<file path="src/rtl/sha256_digest_tx_if.sv">
// rtl/sha256_digest_tx_if.sv - digest input and byte-stream output bundle for sha256_digest_tx
interface sha256_digest_tx_if;
    logic [255:0] hash_i;
    logic         hash_vld_i;
    logic [7:0]   byte_o;
    logic         byte_vld_o;
    logic         byte_rdy_i;
    logic         busy_o;
    logic         done_o;
    logic         drop_o;

    modport master (
        input  hash_i, hash_vld_i, byte_rdy_i,
        output byte_o, byte_vld_o, busy_o, done_o, drop_o
    );

    modport slave (
        output hash_i, hash_vld_i, byte_rdy_i,
        input  byte_o, byte_vld_o, busy_o, done_o, drop_o
    );
endinterface

</file>
<file path="src/rtl/sha256_digest_tx.sv">
// rtl/sha256_digest_tx.sv - serialises a 256-bit digest as raw bytes or lowercase hex text
// The shift register always holds the current byte/nibble at its top, so byte_o is a registered copy.
module sha256_digest_tx #(
    parameter int HEX_ASCII = 0,
    parameter int APPEND_NL = 0
) (
    input  logic              clk,
    input  logic              rst,
    sha256_digest_tx_if.master bus
);
    localparam int         N_XFER = ((HEX_ASCII != 0) ? 64 : 32) + ((APPEND_NL != 0) ? 1 : 0);
    localparam int         STEP   = (HEX_ASCII != 0) ? 4 : 8;
    localparam logic [6:0] LAST   = 7'(N_XFER - 1);

    typedef enum logic [1:0] {
        IDLE = 2'd0,
        SEND = 2'd1,
        DONE = 2'd2
    } state_t;

    state_t       state;
    logic [255:0] sr;
    logic [255:0] sr_shift;
    logic [6:0]   cnt;
    logic [6:0]   cnt_next;
    logic         prev_vld;
    logic         start;
    logic [7:0]   byte_q;
    logic         vld_q;
    logic         busy_q;
    logic         done_q;
    logic         drop_q;

    function automatic logic [7:0] hex_char(input logic [3:0] nib);
        logic [7:0] n;
        n = {4'h0, nib};
        return (nib < 4'd10) ? (8'h30 + n) : (8'h57 + n);
    endfunction

    function automatic logic [7:0] encode(input logic [255:0] v);
        if (HEX_ASCII != 0)
            return hex_char(v[255:252]);
        else
            return v[255:248];
    endfunction

    assign start    = bus.hash_vld_i & ~prev_vld;
    assign sr_shift = sr << STEP;
    assign cnt_next = cnt + 7'd1;

    always_ff @(posedge clk) begin
        if (!rst) begin
            state    <= IDLE;
            sr       <= '0;
            cnt      <= '0;
            prev_vld <= 1'b0;
            byte_q   <= '0;
            vld_q    <= 1'b0;
            busy_q   <= 1'b0;
            done_q   <= 1'b0;
            drop_q   <= 1'b0;
        end else begin
            prev_vld <= bus.hash_vld_i;
            done_q   <= 1'b0;
            drop_q   <= 1'b0;
            case (state)
                IDLE, DONE: begin
                    if (start) begin
                        state  <= SEND;
                        sr     <= bus.hash_i;
                        cnt    <= '0;
                        byte_q <= encode(bus.hash_i);
                        vld_q  <= 1'b1;
                        busy_q <= 1'b1;
                    end else begin
                        state  <= IDLE;
                    end
                end
                SEND: begin
                    // A new edge mid-message is reported but never disturbs the bytes in flight.
                    if (start)
                        drop_q <= 1'b1;
                    if (bus.byte_rdy_i) begin
                        if (cnt == LAST) begin
                            state  <= DONE;
                            vld_q  <= 1'b0;
                            busy_q <= 1'b0;
                            done_q <= 1'b1;
                        end else begin
                            cnt    <= cnt_next;
                            sr     <= sr_shift;
                            byte_q <= ((APPEND_NL != 0) && (cnt_next == LAST)) ? 8'h0a
                                                                              : encode(sr_shift);
                        end
                    end
                end
                default: state <= IDLE;
            endcase
        end
    end

    assign bus.byte_o     = byte_q;
    assign bus.byte_vld_o = vld_q;
    assign bus.busy_o     = busy_q;
    assign bus.done_o     = done_q;
    assign bus.drop_o     = drop_q;
endmodule

</file>
<file path="src/flat_wrapper.sv">
// flat-port wrapper written by rule: the top's interface ports become plain ports
module sha256_digest_tx_flat 
#(
    parameter int HEX_ASCII = 0,
    parameter int APPEND_NL = 0
)
  (clk, rst, bus_hash_i, bus_hash_vld_i, bus_byte_rdy_i, bus_byte_o, bus_byte_vld_o, bus_busy_o, bus_done_o, bus_drop_o);
  sha256_digest_tx_if bus_i ();
  input  logic clk;
  input  logic rst;
  input wire logic [$bits(bus_i.hash_i)-1:0] bus_hash_i;
  input wire logic [$bits(bus_i.hash_vld_i)-1:0] bus_hash_vld_i;
  input wire logic [$bits(bus_i.byte_rdy_i)-1:0] bus_byte_rdy_i;
  output wire logic [$bits(bus_i.byte_o)-1:0] bus_byte_o;
  output wire logic [$bits(bus_i.byte_vld_o)-1:0] bus_byte_vld_o;
  output wire logic [$bits(bus_i.busy_o)-1:0] bus_busy_o;
  output wire logic [$bits(bus_i.done_o)-1:0] bus_done_o;
  output wire logic [$bits(bus_i.drop_o)-1:0] bus_drop_o;
  assign bus_i.hash_i = bus_hash_i;
  assign bus_i.hash_vld_i = bus_hash_vld_i;
  assign bus_i.byte_rdy_i = bus_byte_rdy_i;
  assign bus_byte_o = bus_i.byte_o;
  assign bus_byte_vld_o = bus_i.byte_vld_o;
  assign bus_busy_o = bus_i.busy_o;
  assign bus_done_o = bus_i.done_o;
  assign bus_drop_o = bus_i.drop_o;
  sha256_digest_tx #(.HEX_ASCII(HEX_ASCII), .APPEND_NL(APPEND_NL)) u_core (.clk(clk), .rst(rst), .bus(bus_i));
endmodule
</file>
<file path="config.mk">
export PLATFORM = sky130hd
export DESIGN_NAME = sha256_digest_tx_flat
export DESIGN_NICKNAME = d
export VERILOG_FILES = /design/src/rtl/sha256_digest_tx_if.sv /design/src/rtl/sha256_digest_tx.sv /design/src/flat_wrapper.sv
export SDC_FILE = /design/constraint.sdc
export NUM_CORES = 1
export LEC_CHECK = 0
export CAP_MARGIN = 30
export CORE_MARGIN = 4
export CORE_UTILIZATION = 46
export CTS_CLUSTER_DIAMETER = 120
export DETAILED_ROUTE_END_ITERATION = 7
export MAX_ROUTING_LAYER = met4
export PLACE_DENSITY = 0.75
export SLEW_MARGIN = 0
export SYNTH_ARGS = -nofsm -noshare
export SYNTH_HDL_FRONTEND = slang
export SYNTH_SLANG_ARGS = --single-unit
</file>
<file path="constraint.sdc">
create_clock -name clk -period 2.57 [get_ports clk]
set_clock_uncertainty 0.05 [all_clocks]
set_input_delay 0.514 -clock clk [delete_from_list [all_inputs] [get_ports clk]]
set_output_delay 0.514 -clock clk [all_outputs]
set_load 0.03 [all_outputs]
</file>
==> results of run 1 <==
## flip-flops by register name (all words and copies together) (netlist names)
name and flops:
u_core.bus.byte_o 8, u_core.prev_vld 1, u_core.state 2, u_core.bus.done_o 1, u_core.cnt 7, u_core.bus.drop_o 1
u_core.bus.byte_vld_o 1, u_core.sr 248
## kinds of logic after synthesis
kind of cell | count (synthesis) | share of synthesized area
AO/OA/AOI/OAI | 275 | 0.208
AND/OR/NAND/NOR | 776 | 0.261
buffers and inverters | 144 | 0.0583
flip-flops | 269 | 0.472
adder cells (fa/ha/maj) | 1 | 0.00110
## per-stage QoR
step	utilization	hold slack, ns	TNS [ns]
6_report	0.626	0.388	0
5_1_grt	0.626	0.413	0
3_3_place_gp	0.588	0.383	-0.198
3_5_place_dp	0.588	0.387	-6.75
2_1_floorplan	-	0.367	0
4_1_cts	0.626	0.395	0
## power breakdown
| group | switching (W) | internal, W |
|---|---|---|
| registers | 0.000239 | 0.00461 |
| logic | 0.00103 | 0.000911 |
| clock network | 0.00164 | 0.00230 |
| total | 0.00291 | 0.00782 |
## layout by cell type (no fill, tap or decap), drive strengths merged, types with 2 or more instances in the layout
master	count
nand2	499
clkdlybuf4s50	271
dfxtp	269
nor2	255
a311oi	248
clkbuf	44
buf	35
a22o	8
a21oi	7
nand3	6
clkinv	6
o21ai	3
clkinvlp	3
nand3b	2
nor3b	2
and2	2
a31oi	2
or4	2
nor2b	2
inv	2
## path summary, 6_finish.rpt
kind | start | end | slack [ns] | cells past startpoint
setup / recovery | u_core.bus.byte_vld_o$_SDFFE_PN0P_ | bus_byte_vld_o | 0.36 | 1
hold / removal | u_core.prev_vld$_SDFF_PN0_ | u_core.bus.drop_o$_SDFF_PN0_ | 0.39 | 1
setup reg to reg | u_core.cnt[0]$_SDFFE_PN0P_ | u_core.sr[20]$_SDFFE_PN0P_ | 0.38 | 7
hold reg to reg | u_core.prev_vld$_SDFF_PN0_ | u_core.bus.drop_o$_SDFF_PN0_ | 0.39 | 1
## per-layer routing
metal,GRT usage,part of all wire,routed length [microns],vias to the layer above
li1,-,-,-,5499
met1,0.309,0.45,14400,5161
met2,0.365,0.47,15200,294
met3,0.0300,0.058,1860,60
met4,0.0604,0.024,788,0
met5,-,0,0,-
## cell usage after synthesis
cell | n | area (sq um)
buf_2 | 34 | 170
inv_1 | 1 | 3.75
nand3_1 | 6 | 30.0
nor2_1 | 255 | 957
nor3b_1 | 2 | 15.0
dfxtp_1 | 269 | 5390
nand2_1 | 499 | 1870
nand3b_1 | 2 | 15.0
and2_1 | 2 | 12.5
o31ai_1 | 1 | 7.51
nand4b_1 | 1 | 8.76
clkbuf_1 | 86 | 323
a22o_1 | 8 | 70.1
o211ai_1 | 1 | 7.51
or3b_1 | 1 | 8.76
a311oi_1 | 248 | 2170
o21a_1 | 1 | 7.51
nand4_1 | 1 | 6.26
o21ai_0 | 3 | 15.0
a31oi_1 | 2 | 12.5
o211a_1 | 1 | 10.0
and3_1 | 1 | 6.26
a21oi_1 | 7 | 35.0
a211oi_1 | 1 | 7.51
clkinv_1 | 1 | 3.75
nor2b_1 | 2 | 12.5
a32o_1 | 1 | 10.0
or4_1 | 2 | 15.0
nand2b_1 | 1 | 6.26
a32oi_2 | 1 | 16.3
ha_1 | 1 | 12.5
buf_4 | 22 | 165
and4_1 | 1 | 8.76
## layout make-up
class	count	share of cell area
tap	324	0.0266
sequential	269	0.353
clock buffer	44	0.0565
clock inverter	9	0.00344
multi-input combinational	1052	0.353
timing repair buffer	306	0.207
inverter	2	0.000820
==> summary.md, run 1 <==
| Metric | Value |
|---|---|
| Status | finished clean |
| Crit-path max cell delay | 0.71 ns |
| Final slew viol count | 0 |
| Fill cells | 2138 |
| Detailed Route WL | 32.2 mm |
| CTS tree | done |
| FF/Latch Area | 5390 sq um |
| DP HPWL | 21.6 mm |
| Vias in the first global route | 10400 |
| Area of the multi-input gates | 5390 sq um |
| Die area | 27400 sq um |
| Non-filler cells, final | 2006 |
| Post-synth cell types | 33 |
| GPL Wtd Cong | 0.823 |
| Max Cap Viol | 0 |
| NumNets Final | 1921 |
| PostCTS Resize Cnt | 0 |
| F_max | 0.453 GHz |
| Tmin final | 2.21 ns |
| Mapped Cells | 1465 |
| Clock root buffer master | clkbuf_16 |
| YS warnings | 0 |
| Worst path slowest cell | clkdlybuf4s50_1 |
| Measured slew at the worst slew-check pin | 0.618 ns |
| Total power | 0.0107 W |
| Core ar. | 24400 sq um |
| Clk slew on worst S/H paths | 0.06 ns |
| Antenna violations before repair | 0 |
| WL/cell | 16.1 microns |
| ANT cells | 0 |
| Crit path kind | flip-flop to output port |
| Iter 0 DRT Violations | 924 |
| Final setup margin | 0.364 ns |
| CP required | 2.01 ns |
| Vias per inst | 5.49 |
| Gr ovfl total | 0 |
| Area Overhead vs Synth | 33.8% |
| Slew HR | 0.588 |
| Lkg Pwr | 5.72 nW |
| Die Wd | 165 microns |
| FF+latch count, synth | 269 |
| CTS Buffer Depth | 3 |
| ANT nets after route | 0 |
| H-tree level count | 1 |
| CP cell instances | clkdlybuf4s50_1 |
| Die Y | 165 microns |
| Fin. Hold Viols | 0 |
| Finish-stage setup viols | 0 |
| Clock latency on the worst-skew pair | 0.53 ns |
| Startpoint Class | flip-flop |
| Gr usage total | 0.228 |
| Largest net degree at the start of global routing | 135 |
| Post-DP Area | 14400 sq um |
| Layout cells sized above 1 | 0.0505 |
| Tcrit/Tclk final | 0.858 |
| Postcts setup bufs | 0 |
| Peak supply drop | 0.000384 V |
| Clk sink count | 269 |
| PD cells | 703 nW/um^2 |
| CTS Hold Bufs | 0 |
| Vias | 11000 |
| Critical Path Sink Type | output port |
| RSZ-0062 raised after global routing | false |
| Drt pass-1 iters | 5 |
| Area of the mapped netlist | 11400 sq um |
| Buf/Inv on CP | 1 |
| Cts bufs inserted | 29 |
| Register area share after synthesis | 0.472 |
| Crit-path max FO | 3 |
| DR DRC count | 0 |
| Initial Util | 0.468 |
| Row count | 57 |
| Count of input and output buffers | 271 |
| Crit-path leading delay family | buffers and inverters |
| First-pass GRT wire length | 50.8 mm |
| Hold/Removal Path Class | flip-flop to flip-flop |
| Syn_nets | 1726 |
| Synthesized area per cell | 7.79 sq um |
| I/O Pins | 272 |
| Arr. time, crit path | 1.64 ns |
| DP Worst Slack | -0.142 ns |
| Dpl cells | 1953 |
| Finished Cell Area | 15300 sq um |
No activity file was read; power rests on OpenSTA's default activity.
==> run 2, diff against run 1 <==
CELL_PAD_IN_SITES_DETAIL_PLACEMENT = 0   (was unset)
CELL_PAD_IN_SITES_GLOBAL_PLACEMENT = 1   (was unset)
CORE_UTILIZATION = 36   (was 46)
MAX_ROUTING_LAYER = unset   (was met4)
PLACE_DENSITY = unset   (was 0.75)
PLACE_DENSITY_LB_ADDON = 0.1   (was unset)
==> run 2 against run 1 <==
  * Combinational power grew 3%
  * Register-to-register slack improved by 0.03 ns
  * Power increased by 2.5%
  * Non-clock buffer count increased by 12
  * Setup slack worse by 0.0088 ns
  * Final area up 2.0%
  * Global-route usage down 4.4 points
  * Maximum frequency is 0.40% lower
  * Sequential share of layout area fell by 0.69 points
  * Critical path type unchanged
  * Critical endpoint unchanged
==> summary.md, run 2 (same netlist as run 1, synthesis figures left out) <==
| Metric | Value |
|---|---|
| Largest net degree at the start of global routing | 72 |
| CTS Hold Bufs | 0 |
| Die Wd | 186 microns |
| Iter 0 DRT Violations | 711 |
| Dpl cells | 2037 |
| DR DRC count | 0 |
| Gr ovfl total | 0 |
| CP required | 2.01 ns |
| Startpoint Class | flip-flop |
| NumNets Final | 1935 |
| GPL Wtd Cong | 0.739 |
| DP Worst Slack | -0.0363 ns |
| Fin. Hold Viols | 0 |
| Vias | 10900 |
| Clock latency on the worst-skew pair | 0.56 ns |
| PD cells | 706 nW/um^2 |
| Clk slew on worst S/H paths | 0.06 ns |
| Buf/Inv on CP | 1 |
| Commonest non-fill, non-tap cell in the layout | nand2_1 |
| Antenna violations before repair | 3 |
| Finish-stage setup viols | 0 |
| DP HPWL | 23.2 mm |
| PostCTS Resize Cnt | 0 |
| Measured slew at the worst slew-check pin | 0.625 ns |
| ANT nets after route | 0 |
| CP cell instances | clkdlybuf4s50_1 |
| Status | finished clean |
| Detailed Route WL | 33.9 mm |
| Row count | 64 |
| WL/cell | 16.2 microns |
| Final setup margin | 0.355 ns |
| CTS tree | done |
| Final Util | 0.504 |
| RSZ-0062 raised after global routing | false |
| Die Y | 186 microns |
| Max Cap Viol | 0 |
| Top reg by flops | u_core.sr |
| Slew HR | 0.584 |
| Gr usage total | 0.185 |
| Worst path slowest cell | clkdlybuf4s50_1 |
| Vias per inst | 5.20 |
| Layout cells sized above 1 | 0.0561 |
| Core ar. | 30900 sq um |
| Clk sink count | 269 |
| First-pass GRT wire length | 53.3 mm |
| Critical Path Sink Type | output port |
| Die area | 34600 sq um |
| Total power | 0.0110 W |
| Final slew viol count | 0 |
| Peak supply drop | 0.000548 V |
| Postcts setup bufs | 0 |
| Clock root buffer master | clkbuf_16 |
| F_max | 0.452 GHz |
| Count of input and output buffers | 271 |
| Lkg Pwr | 5.83 nW |
| Crit-path leading delay family | buffers and inverters |
| Crit path kind | flip-flop to output port |
| Max reg flops | 248 |
| Hold/Removal Path Class | flip-flop to flip-flop |
| Initial Util | 0.369 |
| Cts bufs inserted | 31 |
| Non-filler cells, final | 2091 |
| Arr. time, crit path | 1.65 ns |
| H-tree level count | 1 |
| I/O Pins | 272 |
| Most frequent cells in the layout | 499 x nand2_1, 271 x clkdlybuf4s50_1, 269 x dfxtp_1, 255 x nor2_1, 248 x a311oi_1 |
| Drt pass-1 iters | 5 |
| Vias in the first global route | 10400 |
| Crit-path max FO | 3 |
| Tmin final | 2.21 ns |
| Crit-path max cell delay | 0.70 ns |
| Tcrit/Tclk final | 0.862 |
| Area Overhead vs Synth | 36.5% |
| Fill cells | 3051 |
| CTS Buffer Depth | 3 |
| Min Hold Slack | 0.403 ns |
run 2: final timing paths:
check	from	to	slack, ns	cells past startpoint
setup reg to reg	u_core.cnt[0]$_SDFFE_PN0P_	u_core.sr[7]$_SDFFE_PN0P_	0.41	6
hold / removal	u_core.prev_vld$_SDFF_PN0_	u_core.bus.drop_o$_SDFF_PN0_	0.40	1
hold reg to reg	u_core.prev_vld$_SDFF_PN0_	u_core.bus.drop_o$_SDFF_PN0_	0.40	1
setup / recovery	u_core.bus.byte_vld_o$_SDFFE_PN0P_	bus_byte_vld_o	0.36	1
run 2: per-stage QoR:
stage	TNS (ns)	cell area (sq um)
after detailed placement	-0.646	14600
after floorplan	0	11400
after global placement	0	14600
final	0	15600
after global routing	0	15600
after CTS	0	15600
run 2: layer usage:
layer  track usage  wire length [microns]  vias to the layer above
met2         0.300                  15600                      252
met4        0.0376                    554                        4
met3        0.0326                   2010                       43
li1              -                      -                     5538
met5             0                     28                        -
met1         0.260                  15700                     5045
run 2: area by class of cell:
type	instances	area, sq um	share of cell area
Antenna cell	1	2.50	0.000161
Clock buffer	49	933	0.0599
Clock inverter	4	27.5	0.00177
Inverter	2	15.0	0.000964
Multi-Input combinational cell	1052	5390	0.346
Sequential cell	269	5390	0.346
Tap cell	396	495	0.0318
Timing Repair Buffer	318	3330	0.214
run 2: where the power goes:
group	internal, W	switching (W)	total (W)	leakage (nW)
Combinational	0.000956	0.00104	0.00199	3.13
Clock	0.00246	0.00171	0.00416	0.474
Sequential	0.00461	0.000228	0.00484	2.23
